### src/rtl/trivial_twiddle_rot.sv
// Trivial-twiddle rotation stage: add bus passes through, sub bus is rotated by
// {1, -j, -1, +j} from a per-beat table, output held in a valid/ready skid buffer.
module trivial_twiddle_rot #(
   parameter int                 WIDTH     = 10,
   parameter int                 DEPTH     = 16,
   parameter int                 BEATS     = 4,
   parameter logic [2*BEATS-1:0] ROT_TABLE = 8'b11_10_01_00,
   parameter bit                 SAT       = 1'b1,
   localparam int                BW        = (BEATS > 1) ? $clog2(BEATS) : 1
) (
   input  logic                    clk,
   input  logic                    rst,
   input  logic                    byp,
   input  logic                    frm_clr,
   input  logic                    ovf_clr,
   input  logic                    in_valid,
   output logic                    in_ready,
   input  logic signed [WIDTH-1:0] din_R_add [DEPTH],
   input  logic signed [WIDTH-1:0] din_Q_add [DEPTH],
   input  logic signed [WIDTH-1:0] din_R_sub [DEPTH],
   input  logic signed [WIDTH-1:0] din_Q_sub [DEPTH],
   output logic                    out_valid,
   input  logic                    out_ready,
   output logic signed [WIDTH-1:0] dout_R_add [DEPTH],
   output logic signed [WIDTH-1:0] dout_Q_add [DEPTH],
   output logic signed [WIDTH-1:0] dout_R_sub [DEPTH],
   output logic signed [WIDTH-1:0] dout_Q_sub [DEPTH],
   output logic [BW-1:0]           out_beat,
   output logic                    out_last,
   output logic                    ovf_flag
);

   // Table padded to a power-of-two beat count so the variable part-select never leaves range.
   localparam int                    TW    = 2 * (1 << BW);
   localparam logic [TW-1:0]         TBL   = TW'(ROT_TABLE);
   localparam logic signed [WIDTH-1:0] S_MIN = {1'b1, {(WIDTH-1){1'b0}}};
   localparam logic signed [WIDTH-1:0] S_MAX = {1'b0, {(WIDTH-1){1'b1}}};

   function automatic logic signed [WIDTH-1:0] neg_sat(input logic signed [WIDTH-1:0] x);
      logic signed [WIDTH-1:0] r;
      if (x == S_MIN) begin
         r = SAT ? S_MAX : S_MIN;
      end else begin
         r = -x;
      end
      return r;
   endfunction

   logic [BW-1:0]           beat_cnt;
   logic [1:0]              code;
   logic                    neg_min;
   logic                    last_in;
   logic                    accept;
   logic                    consume;
   logic                    or_load;
   logic                    sr_load;
   logic                    sr_move;
   logic                    or_valid;
   logic                    sr_valid;
   logic signed [WIDTH-1:0] rot_r [DEPTH];
   logic signed [WIDTH-1:0] rot_q [DEPTH];

   logic signed [WIDTH-1:0] or_ra [DEPTH];
   logic signed [WIDTH-1:0] or_qa [DEPTH];
   logic signed [WIDTH-1:0] or_rs [DEPTH];
   logic signed [WIDTH-1:0] or_qs [DEPTH];
   logic [BW-1:0]           or_beat;
   logic                    or_last;
   logic signed [WIDTH-1:0] sr_ra [DEPTH];
   logic signed [WIDTH-1:0] sr_qa [DEPTH];
   logic signed [WIDTH-1:0] sr_rs [DEPTH];
   logic signed [WIDTH-1:0] sr_qs [DEPTH];
   logic [BW-1:0]           sr_beat;
   logic                    sr_last;

   assign in_ready = ~sr_valid & ~rst;
   assign accept   = in_valid & in_ready;
   assign consume  = or_valid & out_ready;
   assign or_load  = accept & (~or_valid | (consume & ~sr_valid));
   assign sr_load  = accept & or_valid & ~consume;
   assign sr_move  = consume & sr_valid;
   assign last_in  = (beat_cnt == BW'(BEATS - 1));

   // Rotation code for the beat being presented; bypass forces identity.
   always_comb begin
      if (byp) begin
         code = 2'd0;
      end else begin
         code = TBL[{beat_cnt, 1'b0} +: 2];
      end
   end

   // Per-lane rotation of the sub bus and detection of a negated minimum.
   always_comb begin
      neg_min = 1'b0;
      for (int i = 0; i < DEPTH; i++) begin
         rot_r[i] = din_R_sub[i];
         rot_q[i] = din_Q_sub[i];
         case (code)
            2'd0: begin
               rot_r[i] = din_R_sub[i];
               rot_q[i] = din_Q_sub[i];
            end
            2'd1: begin
               rot_r[i] = din_Q_sub[i];
               rot_q[i] = neg_sat(din_R_sub[i]);
               neg_min  = neg_min | (din_R_sub[i] == S_MIN);
            end
            2'd2: begin
               rot_r[i] = neg_sat(din_R_sub[i]);
               rot_q[i] = neg_sat(din_Q_sub[i]);
               neg_min  = neg_min | (din_R_sub[i] == S_MIN) | (din_Q_sub[i] == S_MIN);
            end
            2'd3: begin
               rot_r[i] = neg_sat(din_Q_sub[i]);
               rot_q[i] = din_R_sub[i];
               neg_min  = neg_min | (din_Q_sub[i] == S_MIN);
            end
            default: begin
               rot_r[i] = din_R_sub[i];
               rot_q[i] = din_Q_sub[i];
            end
         endcase
      end
   end

   // Beat counter; a coincident frm_clr lets the current beat keep the old count.
   always_ff @(posedge clk) begin
      if (rst) begin
         beat_cnt <= {BW{1'b0}};
      end else if (frm_clr) begin
         beat_cnt <= {BW{1'b0}};
      end else if (accept) begin
         beat_cnt <= last_in ? {BW{1'b0}} : beat_cnt + BW'(1);
      end
   end

   // Sticky overflow flag, clear wins over set.
   always_ff @(posedge clk) begin
      if (rst) begin
         ovf_flag <= 1'b0;
      end else if (ovf_clr) begin
         ovf_flag <= 1'b0;
      end else if (accept & neg_min) begin
         ovf_flag <= 1'b1;
      end
   end

   // Output register: loads a fresh beat or the skid contents.
   always_ff @(posedge clk) begin
      if (rst) begin
         or_valid <= 1'b0;
         or_beat  <= {BW{1'b0}};
         or_last  <= 1'b0;
         for (int i = 0; i < DEPTH; i++) begin
            or_ra[i] <= {WIDTH{1'b0}};
            or_qa[i] <= {WIDTH{1'b0}};
            or_rs[i] <= {WIDTH{1'b0}};
            or_qs[i] <= {WIDTH{1'b0}};
         end
      end else begin
         if (or_load) begin
            or_beat <= beat_cnt;
            or_last <= last_in;
            for (int i = 0; i < DEPTH; i++) begin
               or_ra[i] <= din_R_add[i];
               or_qa[i] <= din_Q_add[i];
               or_rs[i] <= rot_r[i];
               or_qs[i] <= rot_q[i];
            end
         end else if (sr_move) begin
            or_beat <= sr_beat;
            or_last <= sr_last;
            for (int i = 0; i < DEPTH; i++) begin
               or_ra[i] <= sr_ra[i];
               or_qa[i] <= sr_qa[i];
               or_rs[i] <= sr_rs[i];
               or_qs[i] <= sr_qs[i];
            end
         end
         if (or_load | sr_move) begin
            or_valid <= 1'b1;
         end else if (consume) begin
            or_valid <= 1'b0;
         end
      end
   end

   // Skid register: catches a beat accepted while the output is stalled.
   always_ff @(posedge clk) begin
      if (rst) begin
         sr_valid <= 1'b0;
         sr_beat  <= {BW{1'b0}};
         sr_last  <= 1'b0;
         for (int i = 0; i < DEPTH; i++) begin
            sr_ra[i] <= {WIDTH{1'b0}};
            sr_qa[i] <= {WIDTH{1'b0}};
            sr_rs[i] <= {WIDTH{1'b0}};
            sr_qs[i] <= {WIDTH{1'b0}};
         end
      end else begin
         if (sr_load) begin
            sr_valid <= 1'b1;
            sr_beat  <= beat_cnt;
            sr_last  <= last_in;
            for (int i = 0; i < DEPTH; i++) begin
               sr_ra[i] <= din_R_add[i];
               sr_qa[i] <= din_Q_add[i];
               sr_rs[i] <= rot_r[i];
               sr_qs[i] <= rot_q[i];
            end
         end else if (sr_move) begin
            sr_valid <= 1'b0;
         end
      end
   end

   assign out_valid  = or_valid;
   assign out_beat   = or_beat;
   assign out_last   = or_last;
   assign dout_R_add = or_ra;
   assign dout_Q_add = or_qa;
   assign dout_R_sub = or_rs;
   assign dout_Q_sub = or_qs;

endmodule

### config.mk
export PLATFORM = sky130hd
export DESIGN_NAME = trivial_twiddle_rot
export DESIGN_NICKNAME = d
export VERILOG_FILES = /design/src/rtl/trivial_twiddle_rot.sv
export SDC_FILE = /design/constraint.sdc
export NUM_CORES = 2
export LEC_CHECK = 0
export ABC_AREA = 1
export CAP_MARGIN = 20
export CORE_AREA = 3 3 496 498
export DETAILED_ROUTE_END_ITERATION = 7
export DIE_AREA = 0 0 499 501
export PLACE_DENSITY = 0.53
export SYNTH_ARGS = -nofsm -noshare
export SYNTH_HDL_FRONTEND = slang
export SYNTH_SLANG_ARGS = --single-unit
### constraint.sdc
create_clock -name clk -period 21.4 [get_ports clk]
set_input_delay 3.21 -clock clk [delete_from_list [all_inputs] [get_ports clk]]
set_output_delay 3.21 -clock clk [all_outputs]
set_load 0.01 [all_outputs]
==> impl_metrics.toml <==
[run_status]
outcome = "finished, final reports clean"

[clock_tree]
cts.sinks = 1291
clock_latency_ps = 850
cts_resized = 0
clockBufferDepth = 3
cts_setup_buffers = 0
hold_buffers = 0
path_clk_slew_ps = 60
root_buffer = "clkbuf_16"
htreeDepth = 4
cts_tree = "yes"
numCtsBuffers = 156

[placed_design]
hpwl_um = 266000
portBuffers = 1292
post_dp_cell_area_sq_um = 82000
gp_congestion = 0.962
dp_slack_ps = 12360

[die]
die_w_um = 499
die_area_sq_um = 250000
die_h_um = 501
core_sq_um = 243000
num_rows = 181
ioPinCount = 1293
start_util_pct = 27.5

[sta]
timing.final.ws_setup_ps = 13140
worst_slew_pin_slew_ps = 1300
period_minus_slack_ps = 8260
finClkSkew_ps = 61.2
setup_tns_ps = 0
fmax_mhz = 121
slew-limit-headroom_pct = 13.6
rsz0062_at_grt = "false"
setup_viol = 0
hold_violations = 0
finalCritPeriodShare_pct = 38.6
drv_slew = 0

[critical_path]
cp-end-kind = "register"
required_ps = 21820
cp_top_family = "buffers and inverters"
critical_path_buf_inv_count = 7
critical_path_class = "in -> reg"
cp.arrival_ps = 8680
crit_chain = "clkdlybuf4s50_1, nand2_2, nor3_2, buf_4, inv_8, nand2_4, buf_4, buf_4, buf_4, buf_4"
crit_top_cell = "buf_4"
r2r_slack_ps = 15530
critPathSlowestCell = "buf_4"
critPathMaxStageDelay_ps = 840
path_max_fanout = 98
cp-start-kind = "input pin"

[pwr]
p_leak_nw = 35.4
finalPower_mw = 6.67
max-vdd-ir-drop_mv = 0.0783
powerDensity_nw_per_um2 = 76.1

[synth]
syn_avg_cell_area_sq_um = 7.55
yosys.cell_count.top_type = "nand2_1"
synth_edf_count = 640
synthCells = 8835
synth_fp_nets = 9515
ys_ff_latch = 1291
ys_types = 50
synthArstFlopShare_pct = 0
synth_top_area_share_pct = 28.8
synth_common_cells = "nand2_1, nor2_1, inv_1"
synth_area_leaders = "edfxtp_1, dfxtp_1, nand2_1"
yosysSeqAreaShare_pct = 48.3
synth_ff_type = "dfxtp_1"
synth_warnings = 0
synth_top_area_cell = "edfxtp_1"
syn-cell-area_sq_um = 66700

[final_layout]
seqCellArea_sq_um = 32300
multi_input_area_sq_um = 28700
fin_area_sq_um = 87600
drive_gt1_share_pct = 3.62
syn_to_final_growth_pct = 31.3
final_nets = 10500
nFillCells = 25300

[grt]
antenna_found_initial = 154
grt-ovfl-total = 0
grtUsageTotal_pct = 27.8
grt_max_degree = 161
grt_pass1_wl_um = 500000
grt_pass1_vias = 63600

[drt]
remaining_drc_errors = 0
vias_per_cell = 5.18
wl_per_cell_um = 27.6
drtAntennaViolNets = 0
vias = 68500
wirelength_um = 364000
dr.first_iter.drc_count = 7093
first_pass_iters = 7

[hold_path]
min-delay-path-class = "reg -> reg"

[flow_run]
maxCapViolCount = 0
metal layers:
layer / wire (um) / vias up / global-route usage (%) / part of all wire, %
met5: 478 / - / 0 / 0.13
met4: 23900 / 78 / 17.1 / 6.5
met3: 34500 / 738 / 9.05 / 9.5
met2: 169000 / 3146 / 44.8 / 46
met1: 137000 / 33200 / 32.1 / 38
li1: - / 31300 / - / -
worst min-delay path: stages, from the launching register on:
cell and delay (ps):
edfxtp_1 320, a221oi_1 70, nor2_1 70
path summary, 6_finish.rpt:
path	from	end	depth (start not counted)
hold / removal	sr_ra[1][7]$_SDFFCE_PN0P_	dout_R_add[77]$_SDFFE_PP0P_	2
hold reg to reg	sr_ra[1][7]$_SDFFCE_PN0P_	dout_R_add[77]$_SDFFE_PP0P_	2
setup / recovery	in_valid	sr_ra[0][70]$_SDFFCE_PN0P_	10
setup reg to reg	sr_valid$_SDFFE_PP0P_	sr_ra[0][70]$_SDFFCE_PN0P_	10
sequential cells by signal, indices dropped and copies added, names as in the netlist, 160 cells and up:
name / flops
sr_qs: 160
sr_qa: 160
sr_ra: 160
sr_rs: 160
dout_R_sub: 160
dout_Q_sub: 160
dout_R_add: 160
dout_Q_add: 160
cells in the final DEF (no fill, tap or decap), drive strengths merged:
cell and instances:
a211oi 14, a21o 3, a21oi 581, a221oi 139, a22o 89, a22oi 68
a31oi 80, a41oi 1, and2 8, and3 2, buf 76, bufinv 12
clkbuf 227, clkdlybuf4s50 1291, clkinv 38, clkinvlp 4, dfxtp 651, diode 85
edfxtp 640, ha 33, inv 910, nand2 2025, nand3 429, nand3b 4
nand4 131, nor2 1451, nor3 52, nor3b 1, nor4 5, o2111ai 32
o211ai 63, o21a 21, o21ai 710, o21bai 3, o221ai 2, o22ai 4
or2 22, xnor2 4, xor2 112
power by group:
part / total, mW / leakage [nW] / switching [mW] / internal, mW
Sequential: 2.83 / 11.9 / 0.0861 / 2.75
Clock: 2.80 / 2.59 / 1.19 / 1.61
Combinational: 1.04 / 20.9 / 0.646 / 0.391
Total: 6.67 / 35.4 / 1.92 / 4.74
stage by stage:
step | hold WS [ps] | util (%) | instances
3_5_place_dp | 455 | 33.8 | 12900
4_1_cts | 459 | 36.0 | 13100
6_report | 459 | 36.1 | 13200
2_1_floorplan | 446 | - | 8835
3_3_place_gp | 455 | 33.8 | 12800
5_1_grt | 476 | 36.1 | 13200
kinds of logic after synthesis:
group	after synthesis	synth area share, %
AOI/OAI and AO/OA	1810	15.9
xor gates and xnor gates	116	1.52
adders and majority gates	33	0.619
and+or+nand+nor	4130	24.9
DFF	1291	48.3
buffers and inverters	1455	8.68
layout make-up:
type,instances,area share [%]
inverters,901,3.93
flip-flops and latches,1291,36.8
clock buffers,227,5.04
well taps,3202,4.57
diodes,85,0.243
clock inverters,63,1.10
repair buffers,1367,15.5
multi-input cells,6089,32.8
(Power assumes the default switching activity.)
